===== config.mk =====
export PLATFORM = sky130hd
export DESIGN_NAME = fetch_stage
export DESIGN_NICKNAME = d
export VERILOG_FILES = /design/src/rtl/fetch_stage.sv
export SDC_FILE = /design/constraint.sdc
export NUM_CORES = 1
export LEC_CHECK = 0
export ABC_AREA = 1
export BUFFER_PORTS_ARGS = -buffer_cell sky130_fd_sc_hd__buf_2
export CORE_MARGIN = 5
export CORE_UTILIZATION = 52
export CTS_CLUSTER_SIZE = 28
export DETAILED_ROUTE_END_ITERATION = 10
export GPL_TIMING_DRIVEN = 0
export PLACE_DENSITY = 0.77
export SKIP_LAST_GASP = 1
export SLEW_MARGIN = 30
export SYNTH_ARGS = -nofsm -noshare
export SYNTH_HDL_FRONTEND = slang
export SYNTH_SLANG_ARGS = --single-unit

===== constraint.sdc =====
create_clock -name clk_i -period 3 [get_ports clk_i]
set_input_delay 0.15 -clock clk_i [delete_from_list [all_inputs] [get_ports clk_i]]
set_output_delay 0.15 -clock clk_i [all_outputs]
set_load 0.01 [all_outputs]

===== src/rtl/fetch_stage.sv =====
// fetch_stage: RV32 instruction fetch with single-outstanding imem handshake,
// one-entry decode-stall hold buffer and execute-stage redirect handling.
module fetch_stage #(
    parameter logic [31:0] RESET_PC  = 32'h0000_0000,
    parameter logic [31:0] NOP_INSTR = 32'h0000_0013
) (
    input  logic        clk_i,
    input  logic        reset_n_i,
    output logic        imem_req_o,
    output logic [31:0] imem_addr_o,
    input  logic        imem_gnt_i,
    input  logic        imem_rvalid_i,
    input  logic [31:0] imem_rdata_i,
    input  logic        StallD_i,
    input  logic        FlushD_i,
    input  logic        PCSrcE_i,
    input  logic [31:0] PCTargetE_i,
    output logic [31:0] InstrD_o,
    output logic [31:0] PCD_o,
    output logic [31:0] PCPlus4D_o,
    output logic        ValidD_o
);
    typedef enum logic [1:0] {IDLE, REQ, WAIT, HOLD} state_t;

    state_t      state_q, state_d;
    logic [31:0] pcf_q, pcf_d;
    logic        kill_q, kill_d;
    logic [31:0] hold_instr_q, hold_instr_d;
    logic [31:0] hold_pc_q, hold_pc_d;
    logic [31:0] instrd_q, instrd_d;
    logic [31:0] pcd_q, pcd_d;
    logic [31:0] pcp4d_q, pcp4d_d;
    logic        validd_q, validd_d;
    logic        rsp_take, load_rsp, load_buf, squash;

    always_ff @(posedge clk_i) begin
        if (!reset_n_i) begin
            state_q      <= IDLE;
            pcf_q        <= RESET_PC;
            kill_q       <= 1'b0;
            hold_instr_q <= NOP_INSTR;
            hold_pc_q    <= 32'h0;
            instrd_q     <= NOP_INSTR;
            pcd_q        <= 32'h0;
            pcp4d_q      <= 32'h0;
            validd_q     <= 1'b0;
        end else begin
            state_q      <= state_d;
            pcf_q        <= pcf_d;
            kill_q       <= kill_d;
            hold_instr_q <= hold_instr_d;
            hold_pc_q    <= hold_pc_d;
            instrd_q     <= instrd_d;
            pcd_q        <= pcd_d;
            pcp4d_q      <= pcp4d_d;
            validd_q     <= validd_d;
        end
    end

    // A response is usable only when it belongs to the current (non-killed) path
    assign rsp_take = (state_q == WAIT) && imem_rvalid_i && !kill_q;
    assign load_rsp = rsp_take && !StallD_i;
    assign load_buf = (state_q == HOLD) && !StallD_i;
    assign squash   = PCSrcE_i || FlushD_i;

    always_comb begin
        state_d = state_q;
        kill_d  = kill_q;
        unique case (state_q)
            IDLE: state_d = REQ;
            REQ: if (imem_gnt_i) begin
                state_d = WAIT;
                kill_d  = PCSrcE_i;
            end
            WAIT: if (imem_rvalid_i) begin
                kill_d  = 1'b0;
                state_d = (kill_q || PCSrcE_i || !StallD_i) ? REQ : HOLD;
            end else if (PCSrcE_i) begin
                kill_d = 1'b1;
            end
            HOLD: if (PCSrcE_i || !StallD_i) state_d = REQ;
        endcase
    end

    always_comb begin
        pcf_d        = PCSrcE_i ? (PCTargetE_i & ~32'h3) : rsp_take ? pcf_q + 32'd4 : pcf_q;
        hold_instr_d = (rsp_take && StallD_i && !PCSrcE_i) ? imem_rdata_i : hold_instr_q;
        hold_pc_d    = (rsp_take && StallD_i && !PCSrcE_i) ? pcf_q : hold_pc_q;
        instrd_d     = squash ? NOP_INSTR : load_rsp ? imem_rdata_i : load_buf ? hold_instr_q : instrd_q;
        pcd_d        = squash ? 32'h0 : load_rsp ? pcf_q : load_buf ? hold_pc_q : pcd_q;
        pcp4d_d      = squash ? 32'h0 : load_rsp ? pcf_q + 32'd4 : load_buf ? hold_pc_q + 32'd4 : pcp4d_q;
        validd_d     = squash ? 1'b0 : (load_rsp || load_buf) ? 1'b1 : validd_q;
    end

    always_comb begin
        imem_req_o  = (state_q == REQ);
        imem_addr_o = pcf_q;
        InstrD_o    = instrd_q;
        PCD_o       = pcd_q;
        PCPlus4D_o  = pcp4d_q;
        ValidD_o    = validd_q;
    end
endmodule

# Word-level counts from Yosys, hierarchy flattened
# Index checks and enable logic that the tools add are counted.
# Widths: inputs -> output; s select.
[totals]
wordCells = 59
inputBits = 71
reg_bits = 196
[op_classes]
eq_ne = 7
n_addsub = 2
bitwise_logic = 1
mux = 17
reduce_logical = 22
[ops]
columns = ["operator", "count"]
rows = [
  ["$mux 32", 8],
  ["$add 32x3->32 const B", 2],
  ["$mux 2", 4],
  ["$pmux 2 s4", 1],
  ["$logic_and 1x1->1", 6],
  ["$reduce_and 3->1", 2],
  ["$reduce_bool 2->1", 3],
  ["$logic_or 1x1->1", 5],
  ["$eq 2x2->1 const B", 2],
  ["$ne 2x1->1 const B", 2],
  ["$reduce_or 2->1", 2],
  ["$logic_not 1->1", 3],
  ["$mux 1", 3],
  ["$ne 3x3->1 const B", 1],
  ["$eq 2x1->1 const B", 1],
  ["$logic_not 2->1", 1],
  ["$ne 2x2->1 const B", 1],
  ["$pmux 1 s2", 1],
  ["$not 1->1", 1],
]

# Logic depth before layout (Yosys ltp)
# Gate-level depths: netlist of the first run.
[logic_depth]
ltp_word = 5
depth_mapped = 12
ltp_nobuf = 12

# Worst setup path before layout of the first run
# Ideal clock, no wire load.
[synth_timing]
path_kind = "flip-flop to flip-flop"
from = "register pcf_q[2], in the netlist imem_addr_o[2]"
to = "register pcp4d_q[26], in the netlist PCPlus4D_o[26]"
setup_time_ns = 0.110
n_path_buf = 0
path_stages_with_launch = 13
arrival_time_ns = 1.536
synth_period_minus_slack_ns = 1.645
setup_slack_ns = 1.355
required_ns = 2.890
path_cell_list = "dfxtp_1 -> ha_1 -> nand2_1 -> nor2_2 -> nand2_2 -> nor2_4 -> nand3_1 -> nand2_1 -> nand2_1 -> nand2_1 -> nand3_1 -> nand2_1 -> inv_1"
[synth_via]
elab_chain_len = 2
[synth_lines]
columns = ["item", "line", "text"]
rows = [
  ["from (decl)", "26", "logic [31:0] pcf_q, pcf_d;"],
  ["from (signal assigned)", "49", "pcf_q <= pcf_d;"],
  ["$add 32x3->32", "91", "pcp4d_d = squash ? 32'h0 : load_rsp ? pcf_q + 32'd4 : load_buf ? hold_pc_q + 32'd4 : pcp4d_q;"],
  ["$mux 32", "91", ""],
  ["to (signal assigned)", "55", "pcp4d_q <= pcp4d_d;"],
  ["to (decl)", "32", "logic [31:0] pcp4d_q, pcp4d_d;"],
]
# No other way between the ends.
# A chain may end at the register's enable or synchronous reset.

# Worst setup path in the final report of the first run
[layout_timing]
from = "register state_q[0]"
to = "register pcd_q[28], in the netlist PCD_o[28]"
[layout_via]
elab_chain_len = 5
[layout_lines]
columns = ["item", "line", "text"]
rows = [
  ["from (decl)", "25", "state_t state_q, state_d;"],
  ["from (signal assigned)", "48", "state_q <= state_d;"],
  ["$eq 2x2->1", "61", "assign rsp_take = (state_q == WAIT) && imem_rvalid_i && !kill_q;"],
  ["$logic_and 1x1->1 (2 in a row)", "61", ""],
  ["$logic_and 1x1->1", "62", "assign load_rsp = rsp_take && !StallD_i;"],
  ["$mux 32 or $reduce_bool 2->1 (tied branches)", "-", ""],
  ["to (signal assigned)", "54", "pcd_q <= pcd_d;"],
  ["to (decl)", "31", "logic [31:0] pcd_q, pcd_d;"],
]
# Several ways; a longest one is shown, not always the timed one.

==> impl_results.md, run 1 <==
- Status: completed
- Clock Pin Slew Worst Setup and Hold Paths: 0.07 ns
- H-tree depth: 4
- Num CTS Buffers: 17
- Yosys top cell area share: 42.0%
- Reg2Reg Depth: 8
- Setup bufs post-CTS: 0
- Hold Path End: imem_addr_o[19]
- VDD IR max: 0.000409 V
- Placer Congestion: 0.980
- Largest family of logic cells by synthesized area: simple AND/OR/NAND/NOR gates
- Min cycle time layout: 2.40 ns
- Worst-margin pin slew: 0.722 ns
- Diodes inserted: 0
- Initial core utilization: 52.3%
- Slew Limit Fails: 0
- Area growth from synthesis to layout: 25.4%
- R2R Setup Slk: 0.60 ns
- DIE HEIGHT: 141 um
- Synth cell count leaders: 284 x nand2_1, 188 x dfxtp_1, 164 x nor2_1
- Routed wire length: 33900 um
- Final Hold Vio Count: 0
- Required @ worst endpoint: 3.37 ns
- Cell with the most instances after synthesis: nand2_1
- Critical path arrival: 2.77 ns
- Synth cell types: 38
- Synth area leader: dfxtp_1
- Core Area: 0.0171 mm^2
- Max Cap Viol: 0
- Placed Cells: 1712
- Setup TNS: 0 ns
- Worst Path Max Fanout: 10
- Mapped Area: 0.00895 mm^2
- Hold/Removal Path Class: in2reg
- Avg Vias per Cell: 5.58
- Setup WS pre-CTS: 0.775 ns
- Vias in the first global route: 9587
- Gr usage total: 33.4%
- Ports: 201
- Synthesized instance count: 1292
- Initial antenna violation count: 0
- 1st-iter DRT viols: 1099
- Seq/Total Area, Yosys: 42.0%
- Primary FF master, synth: dfxtp_1
- Leakage: 4.66 nW
- CTS Buffer Depth: 2
- Vias: 9987
- GR Overflow Total: 0
- Mux contribution to synthesized area: 0%
- Ranking of synthesized cells by area: dfxtp_1 42%, nand2_1 12%, nor2_1 6.9%
- Clk_lat worst skew: 0.44 ns
- WHS Path Cells: 3
- TritonRoute pass-1 iters: 6
- First-pass GRT wire length: 51800 um
- Final WS setup: 0.605 ns
- Startpoint Class: register
- Worst R2R End: PCD_o[28]
- RSZ-0062 raised after global routing: false
- Slowest cell on the critical path: o22ai_1
- DP HPWL: 25600 um
- Final cell count without fillers: 1789
- Crit path kind: reg2reg
- XOR/XNOR Fraction of Synth Area: 1.86%
- Post-synth EDFFs: 0
- Chip Width: 141 um
- Largest net degree at the start of global routing: 20
- Worst hold start: PCTargetE_i[19]
- Die area: 0.0199 mm^2
- Final Cycle Share: 79.8%
- DRC: 0
- Adder-Cell Fraction of Synth Area: 0.699%
- Fmax: 417 MHz
- CTS sink count: 188
- Critical path capture point type: register
- Gates resized, CTS repair: 0
- Avg Cell Area, Syn: 6.93 um^2
- Pwr Density: 498 mW/mm^2
- # hold bufs at CTS: 45
- CTS tree: done
- Clock Skew: 0.0166 ns
- Seq cells post-synth: 188
- Routed Antenna Nets: 0
- Simple-gate share of the synthesized area: 26.1%
- Row count: 48
- Ys Warns: 0
- Setup violators final: 0
- Wire length per cell: 19.0 um
- Async S/R FF share, synth: 0%
- Reg2reg start: state_q[0]
- PortBufs: 190
- Share of cells above drive strength 1: 17.9%
- Slowest cell delay on critical path: 0.44 ns
- Worst slew margin: 51.9%
- Net total in the final layout: 1627
- Complex-gate fraction of the synthesized area: 20.0%
- Crit-path cells: ha_1, inv_1, nor2_2, nand2_2, buf_1, o22ai_1, a21oi_1, nor2_1
- CTS root buf: clkbuf_16
[power by group]
part           internal [mW]  switching, mW
combinational          0.246          0.464
clock                   1.11           1.12
sequential              2.56         0.0934
[logic make-up after synthesis]
logic type      Yosys count
fa+ha+maj                 5
buf+inv                 206
other cells               1
xor+xnor                 19
compound gates          312
flops                   188
simple gates            561
[stage by stage]
stage	area [um^2]	utilization, %	total power, mW	hold WS (ns)
floorplan	8970	-	3.07	0.276
detailed placement	10200	59.6	3.35	0.400
CTS	11200	65.6	5.57	0.00159
finish	11200	65.6	5.59	0.00768
global route	11200	65.6	5.77	0.0148
global placement	10200	59.6	3.34	0.385
[worst max-delay path: cells and delay by family (launching register included)]
family | cells | cell delay, ns
flip-flops | 1 | 0.38
AND/OR/NAND/NOR | 3 | 0.77
buffers and inverters | 2 | 0.46
AO/OA/AOI/OAI | 2 | 0.52
adder cells (fa/ha/maj) | 1 | 0.19
[sequential cells by signal (all words and copies together) (netlist names)]
signal,count
InstrD_o,32
PCD_o,30
PCPlus4D_o,30
ValidD_o,1
hold_instr_q,32
hold_pc_q,30
imem_addr_o,30
kill_q,1
state_q,2
[worst max-delay path by stage]
stage              startpoint        endpoint  slack [ns]
2_1_floorplan  imem_addr_o[2]  PCPlus4D_o[26]        1.35
3_3_place_gp       state_q[0]       PCD_o[28]        0.79
5_1_grt            state_q[1]       PCD_o[28]        0.51
4_1_cts            state_q[1]       PCD_o[28]        0.74
6_report           state_q[0]       PCD_o[28]        0.60
3_5_place_dp       state_q[1]       PCD_o[28]        0.77
[per-layer routing]
metal	GRT usage, %	vias to the layer above	wire length (um)
li1	-	4773	-
met5	0	-	0
met4	13.8	0	1350
met1	44.0	4576	13900
met2	51.4	533	14900
met3	9.63	105	3770
[final cells by class]
type,count,area [um^2]
clock inverter,15,148
multi-input combinational,903,4380
buffer,76,344
clock buffer,17,425
inverter,130,488
sequential,188,3760
tap,225,282
timing repair buffer,235,1400
fill,1589,5890
[layout by cell type (no fill, tap or decap), drive strengths merged]
cell | Yosys | final
clkbuf | 42 | 59
clkinv | 1 | 8
o22ai | 9 | 9
nand3 | 76 | 76
o211a | 3 | 3
dlygate4sd3 | 0 | 45
nand3b | 1 | 1
nor3b | 1 | 1
or2 | 2 | 2
o2111ai | 3 | 3
buf | 34 | 224
xnor2 | 4 | 4
clkinvlp | 0 | 1
xor2 | 15 | 15
nand4 | 5 | 5
nor3 | 7 | 7
inv | 129 | 136
nor4 | 1 | 1
nand2 | 287 | 287
o211ai | 2 | 2
a221oi | 38 | 38
conb | 1 | 6
nor2 | 180 | 180
o21ai | 116 | 116
a31oi | 24 | 24
o21bai | 5 | 5
and2 | 1 | 1
a21oi | 112 | 112
dfxtp | 188 | 188
ha | 5 | 5
No activity file was read; power rests on OpenSTA's default activity.
==> run 2: changes to the inputs <==
- CORE_UTILIZATION: 52 -> 49
- PLACE_DENSITY: 0.77 -> 0.76
- clock period: 3 -> 2.1 ns (I/O delays scaled with it)
==> run 2 against run 1 <==
  * Combinational power increased by 51%
  * Cell count increased by 0.78%
  * Critical path depth unchanged
  * Non-clock buffer count increased by 10
  * Design area increased by 2.1%
  * Sequential power increased by 43%
  * Total power increased by 47%
  * Register-to-register slack got worse by 0.56 ns
  * Via count increased by 3.6%
  * Global-route usage decreased by 0.56 points
  * Clock power increased by 50%
  * Largest cell class unchanged
  * Largest power group unchanged
  * Highest routed layer unchanged
==> impl_results.md, run 2 (synthesized netlist as in run 1, its figures left out) <==
- Status: completed
- Core Area: 0.0180 mm^2 (+4.9%)
- CTS sink count: 188 (unchanged)
- Setup WS pre-CTS: -0.171 ns (-0.946 ns)
- DIE HEIGHT: 145 um (+2.8%)
- Worst slew margin: 51.0% (-0.83 points)
- GR Overflow Total: 0 (unchanged)
- Worst Path Max Fanout: 10 (unchanged)
- Slowest cell on the critical path: dfxtp_1
- Area after DPL: 0.0102 mm^2 (about the same)
- Switch share: 29.9% (-0.10 points)
- Ports: 201 (unchanged)
- Routed wire length: 36000 um (+5.9%)
- Placer Congestion: 0.993 (+1.3%)
- Worst-margin pin slew: 0.734 ns (+0.0125 ns)
- DRC: 0 (unchanged)
- 1st-iter DRT viols: 1293 (+18%)
- Fmax: 487 MHz (+17%)
- Gr usage total: 32.8% (-0.56 points)
- Hold/Removal Path Class: in2reg
- Vias in the first global route: 9818 (+2.4%)
- Row count: 49 (+2.1%)
- Clock Skew: 0.00840 ns (-0.00815 ns)
- Routed Antenna Nets: 0 (unchanged)
- Wire length per cell: 19.9 um (+5.1%)
- Initial core utilization: 49.9% (-2.5 points)
- Diodes inserted: 0 (unchanged)
- Die area: 0.0211 mm^2 (+5.7%)
- Vias: 10342 (+3.6%)
- Share of cells above drive strength 1: 19.7% (+1.8 points)
- Setup TNS: 0 ns (unchanged)
- Num CTS Buffers: 17 (unchanged)
- CTS tree: done
- DP HPWL: 26800 um (+4.5%)
- Crit path kind: reg2reg
- Max Cap Viol: 0 (unchanged)
- Finished Cell Area: 0.0115 mm^2 (+2.1%)
- Net total in the final layout: 1637 (+0.61%)
- Startpoint Class: register
- Clk_lat worst skew: 0.44 ns (about the same)
- Most frequent cells in the layout: 283 x nand2_1, 202 x buf_2, 180 x dfxtp_1, 162 x nor2_1, 123 x inv_1
- Min cycle time layout: 2.05 ns (-0.343 ns)
- VDD IR max: 0.000631 V (+54%)
- Initial antenna violation count: 0 (unchanged)
- Slew Limit Fails: 0 (unchanged)
- Critical path arrival: 2.36 ns (-0.41 ns)
- Final WS setup: 0.0482 ns (-0.557 ns)
- Required @ worst endpoint: 2.40 ns (-0.97 ns)
- Fin util: 63.8% (-1.8 points)
- Setup violators final: 0 (unchanged)
- CTS root buf: clkbuf_16
- TritonRoute pass-1 iters: 6 (unchanged)
- Most used cell, CP: buf_2
- Area growth from synthesis to layout: 28.1%
- Final Hold Vio Count: 0 (unchanged)
- CTS Buffer Depth: 2 (unchanged)
- RSZ-0062 raised after global routing: true
- Setup bufs post-CTS: 0 (unchanged)
- Logic pwr share: 13.0% (+0.3 points)
- Hold Slack: 0.00409 ns (-0.00358 ns)
- Pwr Density: 715 mW/mm^2 (+44%)
- Most common cell after layout, fill and taps aside: nand2_1
- Clock power share: 40.7% (+0.9 points)
- Leakage: 4.76 nW (+2.0%)
- Seq pwr share: 46.3% (-1.2 points)
- Int Power: 5.75 mW (+47%)
- Slowest cell delay on critical path: 0.39 ns (-0.05 ns)
- Final Cycle Share: 97.7% (+18 points)
- Crit-path cells: ha_2, nand3_2, nor2_4, inv_2, buf_2, buf_2, o21ai_1, a21oi_1
- NetSw: 2.45 mW (+46%)
- PortBufs: 190 (unchanged)
- First-pass GRT wire length: 55300 um (+6.7%)
- Clock Pin Slew Worst Setup and Hold Paths: 0.08 ns (about the same)
- Chip Width: 145 um (+2.8%)
- Largest net degree at the start of global routing: 20 (unchanged)
- Avg Vias per Cell: 5.74 (+2.8%)
- Critical path capture point type: register
- H-tree depth: 4 (unchanged)
run 2: power by group through the flow:
stage          Clock, mW  Combinational (mW)  Sequential (mW)
3_3_place_gp           0               0.916             3.87
5_1_grt             3.50                1.16             3.81
2_1_floorplan          0               0.540             3.84
4_1_cts             3.34                1.02             3.79
3_5_place_dp           0               0.928             3.87
6_report            3.34                1.07             3.80
run 2: layout make-up:
type | instances | area [um^2]
Inverter | 130 | 488
Sequential cell | 188 | 3770
Fill cell | 1648 | 6490
Multi-Input combinational cell | 903 | 4450
Buffer | 76 | 378
Clock buffer | 18 | 429
Timing Repair Buffer | 245 | 1500
Clock inverter | 14 | 165
Tap cell | 229 | 287
run 2: routing by layer:
metal,routed length [um],vias to the layer above,GRT usage (%)
met4,1310,0,11.6
met5,0,-,0
met2,16000,650,51.2
met1,14500,4805,44.8
li1,-,4792,-
met3,4090,95,7.61
run 2: metrics by stage:
stage | std cells | power (mW)
2_1_floorplan | 1297 | 4.38
3_3_place_gp | 1716 | 4.78
3_5_place_dp | 1716 | 4.80
4_1_cts | 1803 | 8.14
5_1_grt | 1803 | 8.46
6_report | 1803 | 8.20
run 2: final timing paths:
check	slack [ns]	endpoint	cells past startpoint	startpoint
worst max-delay path	0.05	PCD_o[8]	8	state_q[1]
worst max register to register	0.05	PCD_o[8]	8	state_q[1]
worst min register to register	0.45	hold_instr_q[15]	2	hold_instr_q[15]
worst min-delay path	0.004	hold_instr_q[12]	3	reset_n_i
run 2: critical path: cells and delay by family (launching register included):
family / cells / cell delay (ns)
simple gates: 2 / 0.36
fa+ha+maj: 1 / 0.23
compound gates: 2 / 0.41
buf+inv: 3 / 0.53
flops: 1 / 0.39
run 2: timing repair:
item | CTS | global route
hold buffers | 55 | 0
pin swaps | 0 | 1
endpoints found under the setup margin | 14 | 93
resized for setup | 4 | 46
hold endpoints to repair | 87 | 0
